`config.mk`:
```
export PLATFORM = sky130hd
export DESIGN_NAME = imem_load_ctrl
export DESIGN_NICKNAME = d
export VERILOG_FILES = /design/src/rtl/imem_load_ctrl.sv
export SDC_FILE = /design/constraint.sdc
export NUM_CORES = 1
export LEC_CHECK = 0
export CAP_MARGIN = 0
export CORE_ASPECT_RATIO = 0.5
export CORE_UTILIZATION = 24
export CTS_CLUSTER_DIAMETER = 40
export DETAILED_ROUTE_END_ITERATION = 10
export HOLD_SLACK_MARGIN = 0.15
export PLACE_DENSITY = 0.84
export RECOVER_POWER = 100
export SETUP_SLACK_MARGIN = 0.3
export SYNTH_ARGS = -nofsm -noshare
export SYNTH_HDL_FRONTEND = slang
export SYNTH_SLANG_ARGS = --single-unit
```
`constraint.sdc`:
```
create_clock -name clk -period 1.65 [get_ports clk]
set_input_delay 0.33 -clock clk [delete_from_list [all_inputs] [get_ports clk]]
set_output_delay 0.33 -clock clk [all_outputs]
set_load 0.01 [all_outputs]
```
`src/rtl/imem_load_ctrl.sv`:
```
// Boot-time instruction memory sequencer: streams a program image into the
// instruction RAM while the core is held in reset, then serves fetch reads.
module imem_load_ctrl #(
    parameter int          DEPTH       = 64,
    parameter int          AW          = 6,
    parameter int          RELEASE_CYC = 2,
    parameter logic [31:0] NOP_WORD    = 32'h00000013
) (
    input  logic          clk,
    input  logic          reset,
    input  logic          ld_start,
    input  logic          ld_valid,
    output logic          ld_ready,
    input  logic [31:0]   ld_data,
    input  logic          ld_last,
    input  logic [31:0]   fetch_a,
    output logic [31:0]   fetch_rd,
    output logic          mem_we,
    output logic [AW-1:0] mem_waddr,
    output logic [31:0]   mem_wdata,
    output logic [AW-1:0] mem_raddr,
    input  logic [31:0]   mem_rdata,
    output logic          cpu_reset,
    output logic          load_done,
    output logic [AW:0]   word_count,
    output logic          err_overflow
);

    // A zero release delay would skip RELEASE entirely; clamp it to one cycle.
    localparam int            REL_INIT = (RELEASE_CYC < 1) ? 1 : RELEASE_CYC;
    localparam int            CW       = $clog2(REL_INIT + 1);
    localparam logic [CW-1:0] REL_LOAD = CW'(REL_INIT);
    localparam logic [CW-1:0] REL_ONE  = CW'(1);
    localparam logic [AW-1:0] PTR_LAST = AW'(DEPTH - 1);

    typedef enum logic [2:0] {
        IDLE,
        LOAD,
        RELEASE,
        RUN,
        ERR
    } state_t;

    state_t          state, state_nxt;
    logic [AW-1:0]   ptr, ptr_nxt;
    logic [AW:0]     count_nxt;
    logic [CW-1:0]   rel_cnt, rel_nxt;

    always_comb begin
        // NOTE: every output of this block gets a default first, so no path leaves a latch.
        state_nxt = state;
        ptr_nxt   = ptr;
        count_nxt = word_count;
        rel_nxt   = rel_cnt;
        ld_ready  = 1'b0;
        mem_we    = 1'b0;

        case (state)
            IDLE, RUN, ERR: begin
                if (ld_start) begin
                    state_nxt = LOAD;
                    ptr_nxt   = '0;
                    count_nxt = '0;
                end
            end
            LOAD: begin
                ld_ready = 1'b1;
                // A restart outranks a beat presented in the same cycle.
                if (ld_start) begin
                    ptr_nxt   = '0;
                    count_nxt = '0;
                end else if (ld_valid) begin
                    mem_we    = 1'b1;
                    ptr_nxt   = ptr + 1'b1;
                    count_nxt = word_count + 1'b1;
                    if (ld_last) begin
                        state_nxt = RELEASE;
                        rel_nxt   = REL_LOAD;
                    end else if (ptr == PTR_LAST) begin
                        state_nxt = ERR;
                    end
                end
            end
            RELEASE: begin
                rel_nxt = rel_cnt - 1'b1;
                if (rel_cnt == REL_ONE) begin
                    state_nxt = RUN;
                end
            end
            default: state_nxt = IDLE;
        endcase
    end

    always_ff @(posedge clk) begin
        // NOTE: sequential state uses non-blocking assignments so every register samples pre-edge values.
        if (reset) begin
            state      <= IDLE;
            ptr        <= '0;
            word_count <= '0;
            rel_cnt    <= '0;
            cpu_reset  <= 1'b1;
        end else begin
            state      <= state_nxt;
            ptr        <= ptr_nxt;
            word_count <= count_nxt;
            rel_cnt    <= rel_nxt;
            cpu_reset  <= (state_nxt != RUN);
        end
    end

    assign mem_waddr    = ptr;
    assign mem_wdata    = ld_data;
    assign load_done    = (state == RUN);
    assign err_overflow = (state == ERR);

    // Fetch is only honoured in RUN, word-aligned and inside the RAM window.
    assign mem_raddr = fetch_a[AW+1:2];
    assign fetch_rd  = ((state == RUN) && (fetch_a[1:0] == 2'b00) &&
                        (fetch_a[31:AW+2] == '0)) ? mem_rdata : NOP_WORD;

endmodule

```
* Word-level counts from Yosys, hierarchy flattened
Cells that the tools add are included.
Word-level totals: register bits after elaboration 19, output and inout bits 88, word-level logic and storage cells 54
Operators by class: multiplexer cells 24, $add $sub $neg 3, reduce and logical (&&, ||, !) cells 10, eq/ne operators 12
Operators by type and width (count):
- two-way mux 32 bit | 1
- logical NOT 24 bit | 1
- two-way mux 7 bit | 3
- two-way mux 3 bit | 6
- two-way mux 6 bit | 3
- one-hot mux 7 bit (2 select lines) | 1
- one-hot mux 6 bit (2 select lines) | 1
- one-hot mux 3 bit (3 select lines) | 1
- != test 2 bit (second input constant) | 4
- adder 7 x 1 -> 7 bit (second input constant) | 1
- adder 6 x 1 -> 6 bit (second input constant) | 1
- equality test 3 x 2 -> 1 bit (second input constant) | 2
- equality test 6 bit (second input constant) | 1
- two-way mux 2 bit | 3
- two-way mux 1 bit | 4
- one-hot mux 2 bit (2 select lines) | 1
- AND reduction 4 bit | 1
- nonzero test 2 bit | 2
- equality test 3 x 1 -> 1 bit (second input constant) | 1
- equality test 3 bit (second input constant) | 1
- logical NOT 3 bit | 1
- != test 3 x 2 -> 1 bit (second input constant) | 1
- != test 3 bit (second input constant) | 1
- AND reduction 3 bit | 1
- other kinds (5) | 6

* Logic depth before layout (Yosys ltp)
Gate-level depths: netlist of the first run.
depth in word-level cells 7, depth in mapped cells 7, depth with buffers taken out 5

* Least setup slack after synthesis of the first run
Ideal clock, no wire load.
path type register -> output, start register state[1], end output port fetch_rd[21], arrival time 1.453 ns, stages on the path, launching flop included 7, required time 1.320 ns, slack -0.133 ns, cells stage by stage dfxtp_1 and3b_1 nand4_1 nor2_1 buf_2 clkbuf_2 and2_1
Between the ends: longest elaborated chain between the ends 4
RTL lines:
- start, declared | RTL line 44 | state_t state, state_nxt;
- start signal, assigned | RTL line 103 | state <= state_nxt;
- equality test 3 x 2 -> 1 bit
- via load_done | RTL line 24 | output logic load_done,
- logical AND 1 bit (2 in a row) | RTL line 118 | assign fetch_rd = ((state == RUN) && (fetch_a[1:0] == 2'b00) &&
- two-way mux 32 bit | RTL line 119 | (fetch_a[31:AW+2] == '0)) ? mem_rdata : NOP_WORD;
- end, declared | RTL line 17 | output logic [31:0] fetch_rd,
The timed path passes the listed nets, and every way through them passes these cells.

* Final worst setup path of the first run
start register state[2], end output port fetch_rd[0]
Between the ends: longest elaborated chain between the ends 4
RTL lines (RTL line):
- equality test 3 x 2 -> 1 bit | 118
- logical AND 1 bit (2 in a row) | 118
- two-way mux 32 bit | 119
No other way between the ends.

==> reports/metrics.cfg, run 1 <==
[global_routing]
grt.met3_usage_pct = 3.99
antenna_found_initial = 0
grt.busiest_layer = met2
gr-total-overflow = 0
grt_max_degree = 17
grt_usage_pct = 14.5
grt_pass1_vias = 1711
grtUsageMet1_pct = 15.9
grt_pass1_wl_um = 7760
gr-usage-met2_pct = 27.1

[synth]
ys.flop_type = dfxtp_1
postSynthNetCount = 309
syn-cell-area_um2 = 1580
syn_inst = 205
synth_edf_count = 0
avgSynthCellArea_um2 = 7.71
synthArstFlopShare_pct = 0
seq_area_frac_synth_pct = 24.1
ys_types = 35
synth-seq-cells = 19
ys_warn_count = 0

[route]
drtIter0Drc = 62
antenna_left = 0
routed_via_density = 4.76
route.detailed.drc = 0
wl_um = 6000
via_count = 1884
first_pass_iters = 4
wl_per_cell_um = 15.2

[clocking]
cts-root-buf = clkbuf_16
clkLatencyLatePin_ns = 0.25
clockBufferDepth = 2
cts_hold_buffers = 0
clkTransAtPathRegs_ns = 0.05
ctsHtreeMaxLevel = 1
cts_tree = built
clock-sinks = 19
numCtsBuffers = 3

[sta]
slew_headroom_pct = 57.3
fin_skew_ns = 0.00362
finalCritPeriodShare_pct = 129
max_freq_mhz = 469
finalSetupViolCount = 33
period_needed_ns = 2.13
tightest_slew_ns = 0.624
fin_hold_ws_ns = 0.461
final_hold_viol_count = 0
tns_ns = -12.22
final_max_slew_viol_count = 0
postLayoutSetupSlackWorst_ns = -0.483
rsz0062_at_grt = yes

[critical_path]
crit_type = reg -> out
crit_fanout = 3
crit_required_ns = 1.32
worst_setup_path_end_kind = primary output
arrival_ns = 1.80
worstSetupStartpointType = flip-flop

[status]
status = finished, violations left
violations = negative setup slack

[placement]
portBuffers = 112
dp.cells = 374
gp_routability_congestion = 0.737
hpwl_um = 3970
placed_area_um2 = 2670

[die]
initial_utilization_pct = 25.5
die_h_um = 59.4
core_um2 = 6210
die_area_um2 = 6930
ios = 189
die_x_um = 117
num_rows = 20

[layout]
stdcell_area_um2 = 3110
antenna_cells = 0
final_common_cell = buf_6
area_growth_pct = 96.8
final_cell_mix = 48 x buf_6, 33 x clkdlybuf4s50_1, 30 x and2_4
finalNonFillerCells = 396
final_util_pct = 50.1
fin_nets = 413
drive_gt1_share_pct = 49.0

[power_and_ir_drop]
power_density_nw_per_um2 = 419
max-vdd-ir-drop_mv = 0.306
leakagePower_nw = 1.31

[job]
maxCapViolCount = 0

[worst_hold_path]
hold_path.class = in -> reg

## cells by family (layout without fill, tap and decap cells)
kind of cell    after synthesis  after routing  synth area share, %
compound gates               24             24                 9.82
fa+ha+maj                     3              3                 2.38
buf+inv                      52            155                 21.9
flops                        19             19                 24.1
mux                           1              1                0.713
simple gates                106            106                 41.2
## cell usage after synthesis (3+ instances only)
cell type	n	area (um^2)
buf_4	38	285
dfxtp_1	19	380
nand2b_1	3	18.8
nand2_1	5	18.8
nor2b_1	3	18.8
nor2_1	6	22.5
buf_2	5	25.0
clkbuf_1	3	11.3
a21oi_1	5	25.0
nand3b_1	13	97.6
or3_1	5	31.3
a31oi_1	9	56.3
nand3_1	20	100
and2_1	30	188
nand4_1	4	25.0
and3_1	3	18.8
or2_2	3	18.8
nor4_1	6	37.5
inv_1	3	11.3
ha_1	3	37.5
## area by class of cell
cell class	count	area [um^2]
Fill cell	529	3100
Timing Repair Buffer	148	1450
Multi-Input combinational cell	134	1070
Sequential cell	19	384
Tap cell	88	110
Clock buffer	4	78.8
Inverter	3	13.8
## registers in the layout, indices dropped and copies added, names as in the netlist
signal / cells
state: 3
word_count: 7
rel_cnt: 2
cpu_reset: 1
mem_waddr: 6
## timing repair
item,4_1_cts,5_1_grt
endpoints found under the hold margin,0,0
setup endpoints to repair,69,54
gates resized for setup,282,58
buffers inserted,13,3
pin swaps,28,26
gates cloned,1,1
## worst max-delay path: stages (launching register included)
cell,delay (ns)
dfxtp_2,0.31
and3b_2,0.26
nand4_1,0.19
buf_4,0.21
buf_6,0.11
or3_1,0.33
buf_2,0.15
## per-layer routing
metal	wire, um	vias to the layer above	part of all wire [%]
li1	-	890	-
met1	2370	901	40
met2	3050	84	51
met3	475	9	7.9
met4	101	0	1.7
met5	0	-	0
## per-stage QoR
stage	total power [mW]	worst slack (ns)
floorplan	0.673	-0.0125
global placement	0.772	-1.02
detailed placement	0.774	-1.05
CTS	1.30	-0.405
global route	1.36	-0.547
finish	1.30	-0.483
## final timing paths
check | startpoint | endpoint | slack [ns] | cells past startpoint
setup / recovery | state[2]$_SDFF_PP0_ | fetch_rd[0] | -0.48 | 6
hold / removal | ld_last | rel_cnt[1]$_SDFFE_PP0P_ | 0.46 | 3
setup reg to reg | state[2]$_SDFF_PP0_ | mem_waddr[4]$_SDFFE_PP0P_ | -0.03 | 7
hold reg to reg | rel_cnt[1]$_SDFFE_PP0P_ | rel_cnt[1]$_SDFFE_PP0P_ | 0.49 | 2
## power by group
| part | internal [mW] | switching [mW] |
|---|---|---|
| registers | 0.469 | 0.00600 |
| clock network | 0.329 | 0.170 |
| logic | 0.195 | 0.134 |
| total | 0.993 | 0.310 |
Power figures use the tool's default switching activity.
==> inputs of run 2 (changes only) <==
--- a/config.mk
+++ b/config.mk
@@ -7,12 +7,11 @@
 export LEC_CHECK = 0
 export CAP_MARGIN = 0
 export CORE_ASPECT_RATIO = 0.5
-export CORE_UTILIZATION = 24
+export CORE_UTILIZATION = 27
 export CTS_CLUSTER_DIAMETER = 40
 export DETAILED_ROUTE_END_ITERATION = 10
 export HOLD_SLACK_MARGIN = 0.15
-export PLACE_DENSITY = 0.84
-export RECOVER_POWER = 100
+export PLACE_DENSITY = 0.89
 export SETUP_SLACK_MARGIN = 0.3
 export SYNTH_ARGS = -nofsm -noshare
 export SYNTH_HDL_FRONTEND = slang
==> constraint.sdc (replaced) <==
create_clock -name clk -period 2.2 [get_ports clk]
set_input_delay 0.44 -clock clk [delete_from_list [all_inputs] [get_ports clk]]
set_output_delay 0.44 -clock clk [all_outputs]
set_load 0.01 [all_outputs]
==> run 2 against run 1 <==
- the flow now finishes without violations
- power is 27% lower
- cell area fell by 10%
- largest cell class unchanged
- critical endpoint is now fetch_rd[1]
- first-iteration DRC count increased by 19%
==> reports/metrics.cfg, run 2 (synthesis results as in run 1) <==
[die]
die_x_um = 110  ; -5.6%
num_rows = 19  ; -5.0%
die_area_um2 = 6180  ; -11%
die_h_um = 56.1  ; -5.5%
core_um2 = 5560  ; -10%
ios = 189  ; unchanged
initial_utilization_pct = 28.4  ; +2.9 points

[worst_hold_path]
hp-start = rel_cnt[1]$_SDFFE_PP0P_
worstHoldEndpoint = rel_cnt[1]$_SDFFE_PP0P_
hold_path.class = reg -> reg
worstHoldPathCells = 2  ; -1

[critical_path]
regToRegSetupSlack_ns = 0.55  ; +0.58 ns
crit_type = in -> out
r2r-end = word_count[6]$_SDFFE_PP0P_
worstSetupStartpointType = input port
arrival_ns = 1.73  ; -0.07 ns
timing.rr.start = state[1]$_SDFF_PP0_
crit_fanout = 3  ; unchanged
reg2reg_depth = 6  ; -1
crit_required_ns = 1.76  ; +0.44 ns
worst_setup_path_end_kind = primary output

[route]
wl_per_cell_um = 16.1  ; +6.4%
wl_um = 5900  ; -1.6%
route.detailed.drc = 0  ; unchanged
antenna_left = 0  ; unchanged
routed_via_density = 4.98  ; +4.7%
first_pass_iters = 4  ; unchanged
drtIter0Drc = 74  ; +19%
via_count = 1823  ; -3.2%

[placement]
hpwl_um = 4140  ; +4.5%
gp_routability_congestion = 0.826  ; +12%
dp.cells = 354  ; -5.3%
placed_area_um2 = 2560  ; -4.3%
portBuffers = 112  ; unchanged

[sta]
max_freq_mhz = 462
period_needed_ns = 2.17
finalSetupViolCount = 0  ; -100%
final_max_slew_viol_count = 0  ; unchanged
tightest_slew_ns = 0.616  ; -0.00733 ns
slew_headroom_pct = 58.9  ; +1.6 points
final_hold_viol_count = 0  ; unchanged
tns_ns = 0  ; +12.22 ns
finalCritPeriodShare_pct = 98.5
fin_skew_ns = 0.00216  ; -0.00147 ns
rsz0062_at_grt = yes

[layout]
final_cell_mix = 50 x clkdlybuf4s50_1, 39 x buf_6, 26 x and2_4
stdcell_area_um2 = 2800  ; -10%
fin_nets = 398  ; -3.6%
final_common_cell = clkdlybuf4s50_1
finalNonFillerCells = 366  ; -7.6%
antenna_cells = 0  ; unchanged
area_growth_pct = 76.9
drive_gt1_share_pct = 39.9  ; -9.1 points
regMostFlops = word_count
largest_reg_flops = 7  ; unchanged

[global_routing]
grt.busiest_layer = met2
grt_max_degree = 17  ; unchanged
grt_usage_pct = 17.8  ; +3.3 points
grt_pass1_wl_um = 8650  ; +11%
gr-total-overflow = 0  ; unchanged
grt.met3_usage_pct = 4.45  ; +0.46 points
grtUsageMet1_pct = 21.2  ; +5.2 points
antenna_found_initial = 0  ; unchanged
gr-usage-met2_pct = 32.2  ; +5.1 points
grt_pass1_vias = 1770  ; +3.4%

[clocking]
cts_tree = built
clkTransAtPathRegs_ns = 0.05  ; about the same
clockBufferDepth = 2  ; unchanged
numCtsBuffers = 3  ; unchanged
ctsHtreeMaxLevel = 1  ; unchanged
cts-root-buf = clkbuf_16
cts_hold_buffers = 0  ; unchanged
clock-sinks = 19  ; unchanged
clkLatencyLatePin_ns = 0.25  ; about the same

[power_and_ir_drop]
power_density_nw_per_um2 = 339  ; -19%
max-vdd-ir-drop_mv = 0.250  ; -18%
leakagePower_nw = 1.12  ; -15%

[job]
maxCapViolCount = 0  ; unchanged

[status]
status = finished clean

[run 2: area by class of cell]
class	instances	area, um^2
inverters	3	11.3
clock buffers	4	78.8
fillers	498	2770
multi-input cells	134	993
well taps	73	91.3
repair buffers	133	1240
flip-flops and latches	19	380
[run 2: per-layer routing]
layer	vias up	share of wire (%)	wire, um
li1	859	-	-
met1	877	40	2350
met2	73	52	3040
met3	14	6.7	393
met4	0	1.9	114
met5	-	0	0
[run 2: how the worst max path moves through the flow]
stage / from / to / slack (ns) / cells past startpoint
final: fetch_a[8] / fetch_rd[1] / 0.03 / 6
after CTS: fetch_a[18] / fetch_rd[5] / 0.05 / 8
after floorplan: fetch_a[29] / fetch_rd[21] / 0.29 / 6
after global routing: fetch_a[30] / fetch_rd[19] / -0.07 / 8
after global placement: fetch_a[29] / fetch_rd[20] / -0.74 / 7
after detailed placement: fetch_a[29] / fetch_rd[25] / -0.77 / 7
[run 2: repair_timing]
action | 4_1_cts | 5_1_grt
gates resized for setup | 254 | 38
pin swaps | 36 | 6
setup endpoints to repair | 48 | 33
buffers inserted | 5 | 0
cloned | 3 | 0
[run 2: report_power, final]
part	internal, mW	switching (mW)
clock	0.247	0.130
sequential	0.351	0.00376
combinational	0.123	0.0930
[run 2: critical path, stage by stage]
cell,delay [ns]
buf_2,0.11
nor4_2,0.27
nand4_1,0.21
buf_4,0.20
or3_1,0.34
buf_2,0.15
[run 2: metrics by stage]
stage	hold WS, ns	power (mW)	utilization, %	worst slack, ns
5_1_grt	0.506	0.969	50.2	-0.0711
3_5_place_dp	0.475	0.575	46.0	-0.765
4_1_cts	0.485	0.942	47.5	0.0480
2_1_floorplan	0.451	0.496	-	0.291
3_3_place_gp	0.462	0.567	46.0	-0.744
6_report	0.483	0.946	50.2	0.0340
==> inputs of run 3 (changes only) <==
--- a/config.mk
+++ b/config.mk
@@ -5,11 +5,11 @@
 export SDC_FILE = /design/constraint.sdc
 export NUM_CORES = 1
 export LEC_CHECK = 0
-export CAP_MARGIN = 0
 export CORE_ASPECT_RATIO = 0.5
 export CORE_UTILIZATION = 27
 export CTS_CLUSTER_DIAMETER = 40
 export DETAILED_ROUTE_END_ITERATION = 10
+export GPL_TIMING_DRIVEN = 0
 export HOLD_SLACK_MARGIN = 0.15
 export PLACE_DENSITY = 0.89
 export SETUP_SLACK_MARGIN = 0.3
==> run 3 against run 2 <==
- core utilization up 12 points
- worst setup slack worse by 0.069 ns
- fmax down 3.1%
- clock power down 2%
- critical endpoint unchanged
- clock skew up 0.00089 ns
- the run now ends with negative setup slack left
- die area unchanged
- largest power group unchanged
- count of clock-buffer cells in the layout unchanged
- via count up 16%
- non-clock buffer count up 79
- power up 13%
- cell area up 24%
==> reports/metrics.cfg, run 3 (synthesis results as in run 1) <==
[route]
antenna_left = 0  ; unchanged
drtIter0Drc = 96  ; +30%
first_pass_iters = 4  ; unchanged
via_count = 2116  ; +16%
wl_um = 6640  ; +12%
routed_via_density = 4.76  ; -4.5%
wl_per_cell_um = 14.9  ; -7.5%
route.detailed.drc = 0  ; unchanged

[layout]
area_growth_pct = 120
final_util_pct = 62.6  ; +12 points
fin_nets = 477  ; +20%
stdcell_area_um2 = 3480  ; +24%
largest_reg_flops = 7  ; unchanged
final_cell_mix = 86 x clkdlybuf4s50_1, 48 x buf_4, 38 x buf_6
final_common_cell = clkdlybuf4s50_1
drive_gt1_share_pct = 42.7  ; +2.8 points
finalNonFillerCells = 445  ; +22%
antenna_cells = 0  ; unchanged
regMostFlops = word_count

[sta]
fin_hold_ws_ns = 0.487  ; +0.00319 ns
tightest_slew_ns = 0.524  ; -0.0925 ns
finalSetupViolCount = 23  ; +23
slew_headroom_pct = 64.2  ; +5.3 points
postLayoutSetupSlackWorst_ns = -0.0345  ; -0.0685 ns
final_max_slew_viol_count = 0  ; unchanged
final_hold_viol_count = 0  ; unchanged
period_needed_ns = 2.23  ; +0.0685 ns
tns_ns = -0.392  ; -0.392 ns
finalCritPeriodShare_pct = 102  ; +3.1 points
rsz0062_at_grt = yes
max_freq_mhz = 448  ; -3.1%
fin_skew_ns = 0.00305  ; +0.000890 ns

[clocking]
cts_tree = built
clock-sinks = 19  ; unchanged
cts-root-buf = clkbuf_16
numCtsBuffers = 3  ; unchanged
cts_hold_buffers = 0  ; unchanged
clkLatencyLatePin_ns = 0.25  ; about the same
clockBufferDepth = 2  ; unchanged
clkTransAtPathRegs_ns = 0.05  ; about the same
ctsHtreeMaxLevel = 1  ; unchanged

[job]
maxCapViolCount = 0  ; unchanged

[worst_hold_path]
hold_path.class = reg -> reg
worstHoldPathCells = 2  ; unchanged

[die]
initial_utilization_pct = 28.4  ; unchanged
core_um2 = 5560  ; unchanged
die_x_um = 110  ; unchanged
ios = 189  ; unchanged
num_rows = 19  ; unchanged
die_h_um = 56.1  ; unchanged
die_area_um2 = 6180  ; unchanged

[critical_path]
arrival_ns = 1.79  ; +0.06 ns
crit_fanout = 9  ; +6
crit_type = reg -> out
crit_required_ns = 1.76  ; about the same
worstSetupStartpointType = flip-flop
reg2reg_depth = 6  ; unchanged
worst_setup_path_end_kind = primary output

[power_and_ir_drop]
finalPower_mw = 1.07  ; +13%
leakagePower_nw = 1.45  ; +30%
max-vdd-ir-drop_mv = 0.229  ; -8.4%
power_density_nw_per_um2 = 307  ; -9.3%

[placement]
placed_area_um2 = 3140  ; +23%
portBuffers = 147  ; +31%
gp_routability_congestion = 0.803  ; -2.8%
dp.cells = 425  ; +20%
pre_cts_slack_ns = -1.07  ; -0.308 ns
hpwl_um = 4790  ; +16%

[status]
status = finished, violations left
violations = negative setup slack

[global_routing]
grt_pass1_wl_um = 9470  ; +9.6%
antenna_found_initial = 0  ; unchanged
gr-total-overflow = 0  ; unchanged
grt_usage_pct = 20.0  ; +2.2 points
grt_pass1_vias = 2005  ; +13%
grt_max_degree = 11  ; -6

[run 3: cell count changes in the layout (fill, tap and decap cells not counted), sizes merged]
cell / change
dlygate4sd2: -1
clkbuf: +1
clkdlybuf4s50: +36
buf: +41
clkdlybuf4s15: +2
[run 3: routing by layer]
metal / vias to the layer above / track usage [%] / share of wire, %
met5: - / 0 / 0
li1: 1017 / - / -
met3: 12 / 3.63 / 7.0
met4: 0 / 5.64 / 1.6
met2: 95 / 39.3 / 53
met1: 992 / 21.6 / 39
[run 3: cell type report]
| class | count | area [um^2] |
|---|---|---|
| Fill cell | 478 | 2080 |
| Inverter | 3 | 13.8 |
| Buffer | 49 | 367 |
| Multi-Input combinational cell | 134 | 982 |
| Tap cell | 73 | 91.3 |
| Timing Repair Buffer | 163 | 1560 |
| Sequential cell | 19 | 389 |
| Clock buffer | 4 | 78.8 |
[run 3: where the power goes]
part           total [mW]  internal, mW  leakage, nW  switching (mW)
Clock               0.367         0.246       0.0382           0.121
Sequential          0.356         0.349        0.155         0.00603
Combinational       0.346         0.219         1.26           0.127
[run 3: path summary, 6_finish.rpt]
| kind | endpoint | slack [ns] | start |
|---|---|---|---|
| setup reg to reg | word_count[5]$_SDFFE_PP0P_ | 0.59 | state[2]$_SDFF_PP0_ |
| setup / recovery | fetch_rd[1] | -0.03 | state[2]$_SDFF_PP0_ |
| hold reg to reg | rel_cnt[0]$_SDFFE_PP0P_ | 0.49 | rel_cnt[0]$_SDFFE_PP0P_ |
| hold / removal | rel_cnt[0]$_SDFFE_PP0P_ | 0.49 | rel_cnt[0]$_SDFFE_PP0P_ |
[run 3: worst max-delay path, stage by stage, from the launching register on]
cell,delay (ns)
dfxtp_4,0.37
and3b_1,0.23
nand4_1,0.18
buf_4,0.19
buf_6,0.11
or3_1,0.31
buf_2,0.15
[run 3: what timing repair did]
action | 4_1_cts | 5_1_grt
resized for setup | 274 | 32
cloned | 2 | 0
endpoints found under the setup margin | 36 | 33
buffers inserted | 10 | 4
pin swaps | 40 | 8
